===== src/rtl/frame_pipe_sequencer.sv =====
// frame_pipe_sequencer: latches a pose per frame, runs mesh pipes one at a time, then the rasterizer.
// Optional watchdog abort on stalled pipes is built only when FRAME_SEQ_WATCHDOG_EN is defined.
module frame_pipe_sequencer #(
   parameter int NUM_MESH = 2,
   parameter int TIMEOUT  = 65535
) (
   input  logic                clock,
   input  logic                reset,
   input  logic                frame_tick,
   input  logic                pose_valid,
   input  logic [31:0]         roll_in,
   input  logic [31:0]         pitch_in,
   input  logic [31:0]         yaw_in,
   input  logic [31:0]         x_in,
   input  logic [31:0]         y_in,
   input  logic [31:0]         z_in,
   output logic [31:0]         roll,
   output logic [31:0]         pitch,
   output logic [31:0]         yaw,
   output logic [31:0]         x,
   output logic [31:0]         y,
   output logic [31:0]         z,
   output logic [NUM_MESH-1:0] mesh_update_mvp,
   output logic [NUM_MESH-1:0] mesh_start,
   input  logic [NUM_MESH-1:0] mesh_done,
   output logic                raster_start,
   input  logic                raster_done,
   output logic                busy,
   output logic                frame_done,
   output logic                frame_drop,
   output logic                error,
   output logic [15:0]         frame_count,
   output logic [7:0]          drop_count
);
   localparam int IW = NUM_MESH > 1 ? $clog2(NUM_MESH) : 1;
   localparam logic [2:0] S_IDLE = 3'd0, S_UPDATE = 3'd1, S_START = 3'd2, S_WAIT = 3'd3,
                          S_RGO = 3'd4, S_RWAIT = 3'd5, S_DONE = 3'd6;

   logic [2:0]       state_q, state_d;
   logic [IW-1:0]    idx_q, idx_d;
   logic [5:0][31:0] pose_q, pose_d;
   logic [15:0]      fc_q, fc_d;
   logic [7:0]       dc_q, dc_d;
   logic             drop, err_c;
`ifdef FRAME_SEQ_WATCHDOG_EN
   localparam logic [23:0] TO = 24'(TIMEOUT);
   logic [23:0]      wd_q, wd_d;
`endif

   assign drop = frame_tick && state_q != S_IDLE;

   always_comb begin
      state_d = state_q;
      idx_d   = idx_q;
      pose_d  = pose_q;
      fc_d    = fc_q;
      err_c   = 1'b0;
      dc_d    = (drop && dc_q != 8'hFF) ? dc_q + 8'd1 : dc_q;
`ifdef FRAME_SEQ_WATCHDOG_EN
      wd_d    = wd_q;
`endif
      case (state_q)
         S_IDLE: if (frame_tick) begin
            pose_d  = pose_valid ? {z_in, y_in, x_in, yaw_in, pitch_in, roll_in} : pose_q;
            idx_d   = '0;
            state_d = S_UPDATE;
         end
         S_UPDATE: state_d = S_START;
         S_START: begin
            state_d = S_WAIT;
`ifdef FRAME_SEQ_WATCHDOG_EN
            wd_d    = '0;
`endif
         end
         S_WAIT: if (mesh_done[idx_q]) begin
            state_d = (idx_q == IW'(NUM_MESH - 1)) ? S_RGO : S_START;
            idx_d   = (idx_q == IW'(NUM_MESH - 1)) ? idx_q : idx_q + IW'(1);
         end
`ifdef FRAME_SEQ_WATCHDOG_EN
         else if (wd_q == TO) begin
            err_c   = 1'b1;
            state_d = S_IDLE;
         end else wd_d = wd_q + 24'd1;
`endif
         S_RGO: begin
            state_d = S_RWAIT;
`ifdef FRAME_SEQ_WATCHDOG_EN
            wd_d    = '0;
`endif
         end
         S_RWAIT: if (raster_done) state_d = S_DONE;
`ifdef FRAME_SEQ_WATCHDOG_EN
         else if (wd_q == TO) begin
            err_c   = 1'b1;
            state_d = S_IDLE;
         end else wd_d = wd_q + 24'd1;
`endif
         S_DONE: begin
            fc_d    = fc_q + 16'd1;
            state_d = S_IDLE;
         end
         default: state_d = S_IDLE;
      endcase
   end

   always_ff @(posedge clock) begin
      if (reset) begin
         state_q <= S_IDLE;
         idx_q   <= '0;
         pose_q  <= '0;
         fc_q    <= '0;
         dc_q    <= '0;
`ifdef FRAME_SEQ_WATCHDOG_EN
         wd_q    <= '0;
`endif
      end else begin
         state_q <= state_d;
         idx_q   <= idx_d;
         pose_q  <= pose_d;
         fc_q    <= fc_d;
         dc_q    <= dc_d;
`ifdef FRAME_SEQ_WATCHDOG_EN
         wd_q    <= wd_d;
`endif
      end
   end

   // pulses are masked while reset is asserted so a mid-frame reset emits nothing
   assign mesh_update_mvp = (!reset && state_q == S_UPDATE) ? '1 : '0;
   assign mesh_start      = (!reset && state_q == S_START) ? NUM_MESH'(1) << idx_q : '0;
   assign raster_start    = !reset && state_q == S_RGO;
   assign frame_done      = !reset && state_q == S_DONE;
   assign frame_drop      = !reset && drop;
`ifdef FRAME_SEQ_WATCHDOG_EN
   assign error           = !reset && err_c;
`else
   assign error           = 1'b0;
`endif
   assign busy            = state_q != S_IDLE;
   assign frame_count     = fc_q;
   assign drop_count      = dc_q;
   assign roll            = pose_q[0];
   assign pitch           = pose_q[1];
   assign yaw             = pose_q[2];
   assign x               = pose_q[3];
   assign y               = pose_q[4];
   assign z               = pose_q[5];
endmodule


===== config.mk =====
export PLATFORM = sky130hd
export DESIGN_NAME = frame_pipe_sequencer
export DESIGN_NICKNAME = d
export VERILOG_FILES = /design/src/rtl/frame_pipe_sequencer.sv
export SDC_FILE = /design/constraint.sdc
export NUM_CORES = 1
export LEC_CHECK = 0
export ABC_AREA = 1
export CELL_PAD_IN_SITES_DETAIL_PLACEMENT = 1
export CELL_PAD_IN_SITES_GLOBAL_PLACEMENT = 1
export CORE_ASPECT_RATIO = 1.2
export CORE_MARGIN = 1
export CORE_UTILIZATION = 27
export DETAILED_ROUTE_END_ITERATION = 8
export MAX_ROUTING_LAYER = met4
export PLACE_DENSITY = 0.78
export REMOVE_ABC_BUFFERS = 1
export SETUP_SLACK_MARGIN = 0.02
export SYNTH_ARGS = -nofsm -noshare
export SYNTH_HDL_FRONTEND = slang
export SYNTH_SLANG_ARGS = --single-unit

===== constraint.sdc =====
create_clock -name clock -period 1.8 [get_ports clock]
set_input_delay 0.27 -clock clock [delete_from_list [all_inputs] [get_ports clock]]
set_output_delay 0.27 -clock clock [all_outputs]
set_load 0.02 [all_outputs]

## Word level (Yosys, flattened, before mapping)

Index checks and enable logic that the tools add are counted.

- Add/sub/neg operators: 3
- $lt $le $gt $ge: 1
- Equal/unequal tests: 10
- Shift-type cells: 1
- Multiplexer cells: 13
- Reduce and logical (&&, ||, !) cells: 14

Operators by type and width:

| cell | count |
|---|---|
| 3-bit case mux with 6 select lines | 1 |
| 16-bit by 1-bit adder with 16-bit output (second input constant) | 1 |
| 3-bit two-way mux | 4 |
| 3-bit equality test (second input constant) | 3 |
| 3-bit AND reduction | 3 |
| 8-bit by 1-bit adder with 8-bit output (second input constant) | 1 |
| 8-bit inequality test (second input constant) | 1 |
| 1-bit logical AND | 7 |
| 3-bit by 2-bit equality test with 1-bit output (second input constant) | 2 |
| 2-bit inequality test (second input constant) | 3 |
| 1-bit two-way mux | 5 |
| 2-bit two-way mux | 2 |
| 3-bit by 1-bit equality test with 1-bit output (second input constant) | 1 |
| 3-bit zero test | 1 |
| 3-bit nonzero test | 1 |
| 1-bit by 2-bit < comparator with 1-bit output (second input constant) | 1 |
| 1-bit case mux with 2 select lines | 1 |
| 2-bit nonzero test | 1 |
| 1-bit by 1-bit << shifter with 2-bit output (first input constant) | 1 |
| 1-bit adder (second input constant) | 1 |
| 1-bit zero test | 1 |

- Bits in registers: 220
- Input bits: 199
- Output and inout port bits: 225
- Logic and storage cells: 52

## Longest topological paths before layout

- Word-level depth: 4
- Gate-level depth with buffers: 9
- Depth with buffers taken out: 9

## Worst setup path after synthesis

OpenSTA, ideal clock, no wires.

- Path kind: reg2out
- From: register state_q[0]
- To: output mesh_update_mvp[1]
- Data arrival time: 1.299 ns
- Required time: 1.530 ns
- Slack: 0.231 ns
- Stages on the path, launching flop included: 4
- Path buffers: 1
- Path through: dfxtp_1 -> nand2_1 -> nor3_1 -> buf_4

- Word-level cells in the longest chain between the ends: 3

Ends and longest elaborated chain:

| element | RTL line | text |
|---|---|---|
| start, declared | 39 | `logic [2:0] state_q, state_d;` |
| start signal, assigned | 117 | `state_q <= state_d;` |
| 3-bit by 1-bit equality test with 1-bit output | 129 | `assign mesh_update_mvp = (!reset && state_q == S_UPDATE) ? '1 : '0;` |
| 1-bit logical AND | 129 |  |
| 2-bit two-way mux | 129 |  |
| end, declared | 23 | `output logic [NUM_MESH-1:0] mesh_update_mvp,` |

Every way passes these cells.

## Final worst setup path

- From: register pose_q (netlist bit z[28])
- To: output z[28]

RTL lines:

| element | RTL line | text |
|---|---|---|
| start, declared | 41 | `logic [5:0][31:0] pose_q, pose_d;` |
| start signal, assigned | 119 | `pose_q <= pose_d;` |
| end, declared | 22 | `output logic [31:0] z,` |

No word-level cell between the ends.

==> flow_summary.toml <==
[worst_setup_path]
crit_chain = "clkdlybuf4s50_1"
critical_path.max_stage_delay_ps = 630
cp.arrival_ps = 1490
crit_family = "buffers and inverters"
timing_worst_setup_path_type = "register to output pin"
rrSetupSlack_ps = 110
worst_setup_path_start_kind = "register"
path_max_fanout = 2
end_kind = "output pin"
required_ps = 1530
cp.buffers_inverters = 1
cp_slowest_cell = "clkdlybuf4s50_1"

[global_route]
grt_remaining_overflow = 0
antenna_found_initial = 2
grt_pass1_vias = 8968
grt_max_degree = 47
groute.usage.overall = 0.1936
grt_pass1_wl_mm = 47.04

[placement]
dp.final_hpwl_mm = 23.23
dp.cells = 1865
globalplace.congestion = 0.7851
portBuffers = 422
placed_cell_area_um2 = 13200

[power]
ir_worst_vdd_uv = 683.5
power.leakage_nw = 6.543
p_per_area_nw_per_um2 = 1014

[clock_tree]
root_buffer = "clkbuf_16"
clkSinkCount = 220
clock_latency_ps = 510
cts_made_buffers = 25
cts_hold_buf = 0
cts.path.max_buffers = 3
htree_num_levels = 1
path_clk_slew_ps = 60
cts_tree = "yes"
postCtsSetupBuffers = 0

[floorplanning]
dieArea_um2 = 31560
die_w_um = 162.3
rows = 70
core_area_um2 = 30390
die_h_um = 194.4
initial_utilization = 0.2741
num_io_pins = 424

[detailed_routing]
wire_per_inst_um = 16.28
viasPerCell = 4.572
vias = 8733
dr.first_iter.drc_count = 249
route.detailed.drc = 0
drt_first_pass_iters = 4
ant_nets = 0
finalWirelength_mm = 31.10

[logic_synthesis]
syn_area_per_cell_um2 = 7.777
synth.area.top_cells = "dfxtp_1 53%, a21oi_1 12%, inv_1 10%, o21ai_0 8.5%, o21ai_1 4.0%"
synth_top_area_cell = "dfxtp_1"
synth_cell_type_count = 29
yosysWarnings = 0
yosysSeqAreaShare = 0.5288
synthCells = 1071
syn_area_um2 = 8329
ys_ff_latch = 220
synth_top_cell_area_share = 0.5288

[timing]
setup-tns-final_ps = 0
clock_skew_ps = 6.968
setup_viol = 0
fmax_mhz = 569.8
slew_violations = 0
grt_setup_unrepaired = "yes"
timing.final.hold_violations = 0
finalCritPeriodShare = 0.9750
finalCriticalPeriod_ps = 1755

[flow_run]
cap_violations = 0

[run_status]
status = "completed"

[cells_and_area]
fin_nets = 1697
final_cell_area_um2 = 14050
fillers = 3625
area_delta_synth_final_pct = 68.63
layout.cells.non_filler = 1910
final_util = 0.4622
layout-drive-gt1-share = 0.07275

[worst_hold_path]
hp-class = "input port to register"
## cell type report
class                   instances  area (um2)  share of cell area
clock inverters                 4       70.07            0.004988
diodes                          2       5.005           0.0003563
repair buffers                467        4717              0.3358
multi-input cells             555        2763              0.1967
inverters                     227       854.6             0.06084
flip-flops and latches        220        4413              0.3142
well taps                     396       495.5             0.03528
clock buffers                  39       728.2             0.05184
## power by group
part,internal [mW],leakage (nW),switching (mW)
clock network,3.04,0.391,2.02
logic,1.60,4.35,1.88
registers,5.41,1.80,0.287
total,10.0,6.54,4.19
## cell usage after synthesis (all sizes together)
master / number
a31oi: 1
buf: 34
o21a: 1
dfxtp: 220
o21ai: 208
ha: 2
nor3: 8
a21oi: 205
nand3b: 1
or2: 1
inv: 226
clkinv: 1
clkbuf: 35
nor2: 45
nand3: 18
nand2: 56
conb: 1
xnor2: 2
nand4: 5
nor3b: 1
## stage by stage
step | setup slack (ps) | total power [mW] | hold slack (ps)
floorplan | -3475 | 7.373 | 339.1
global placement | -220.6 | 9.336 | 429.3
detailed placement | -295.0 | 9.453 | 434.9
CTS | 0.5562 | 14.46 | 336.5
global route | -7.631 | 14.91 | 352.6
finish | 44.97 | 14.24 | 364.1
## routing by layer
metal,vias to the layer above,wire [um],share of wire,global-route usage
met5,-,0,0,-
met4,0,1210,0.039,0.08246
met3,72,2185,0.070,0.04759
met2,285,16090,0.52,0.3462
met1,4108,11610,0.37,0.1988
li1,4268,-,-,-
## registers in the layout (all words and copies together) (netlist names)
register,count
drop_count,8
frame_count,16
idx_q,1
pitch,32
roll,32
state_q,3
x,32
y,32
yaw,32
z,32
## cells in the final DEF, fill, tap and decap left out, types with 3 or more instances in the layout
master,Yosys,routed
clkdlybuf4s50_1,0,271
inv_1,225,223
dfxtp_1,220,217
a21oi_1,204,204
o21ai_0,141,140
dlygate4sd2_1,0,82
o21ai_1,67,68
dlymetal6s2s_1,0,61
nand2_1,55,55
nor2_1,41,38
buf_4,7,37
clkbuf_16,0,25
nand3_1,14,14
buf_12,0,11
clkbuf_1,22,9
nor2_2,4,7
nand4_1,5,5
nor3_1,7,5
clkbuf_8,0,5
buf_2,27,5
nand3_2,4,3
nor3_2,1,3
## final timing paths
kind                            startpoint    end  depth (start not counted)
worst max-delay path                 z[28]  z[28]                          1
worst min-delay path              z_in[15]  z[15]                          3
worst max register to register  state_q[0]  z[26]                          7
worst min register to register        y[5]   y[5]                          2
## kinds of logic (layout without fill, tap and decap cells)
kind of cell               Yosys count  in the layout  share of synthesized area
other                                1              3                  0.0004502
AOI/OAI and AO/OA                  415            415                     0.2512
xor gates and xnor gates             2              2                   0.002103
adders and majority gates            2              2                   0.003004
buffers and inverters              296            737                     0.1426
DFF                                220            220                     0.5288
and+or+nand+nor                    135            135                    0.07196
## what timing repair did
action                     CTS  global route
gates resized for setup    122            71
gates cloned                 0             0
setup endpoints to repair   90            68
Note: power is estimated with default switching activity, not from simulation.
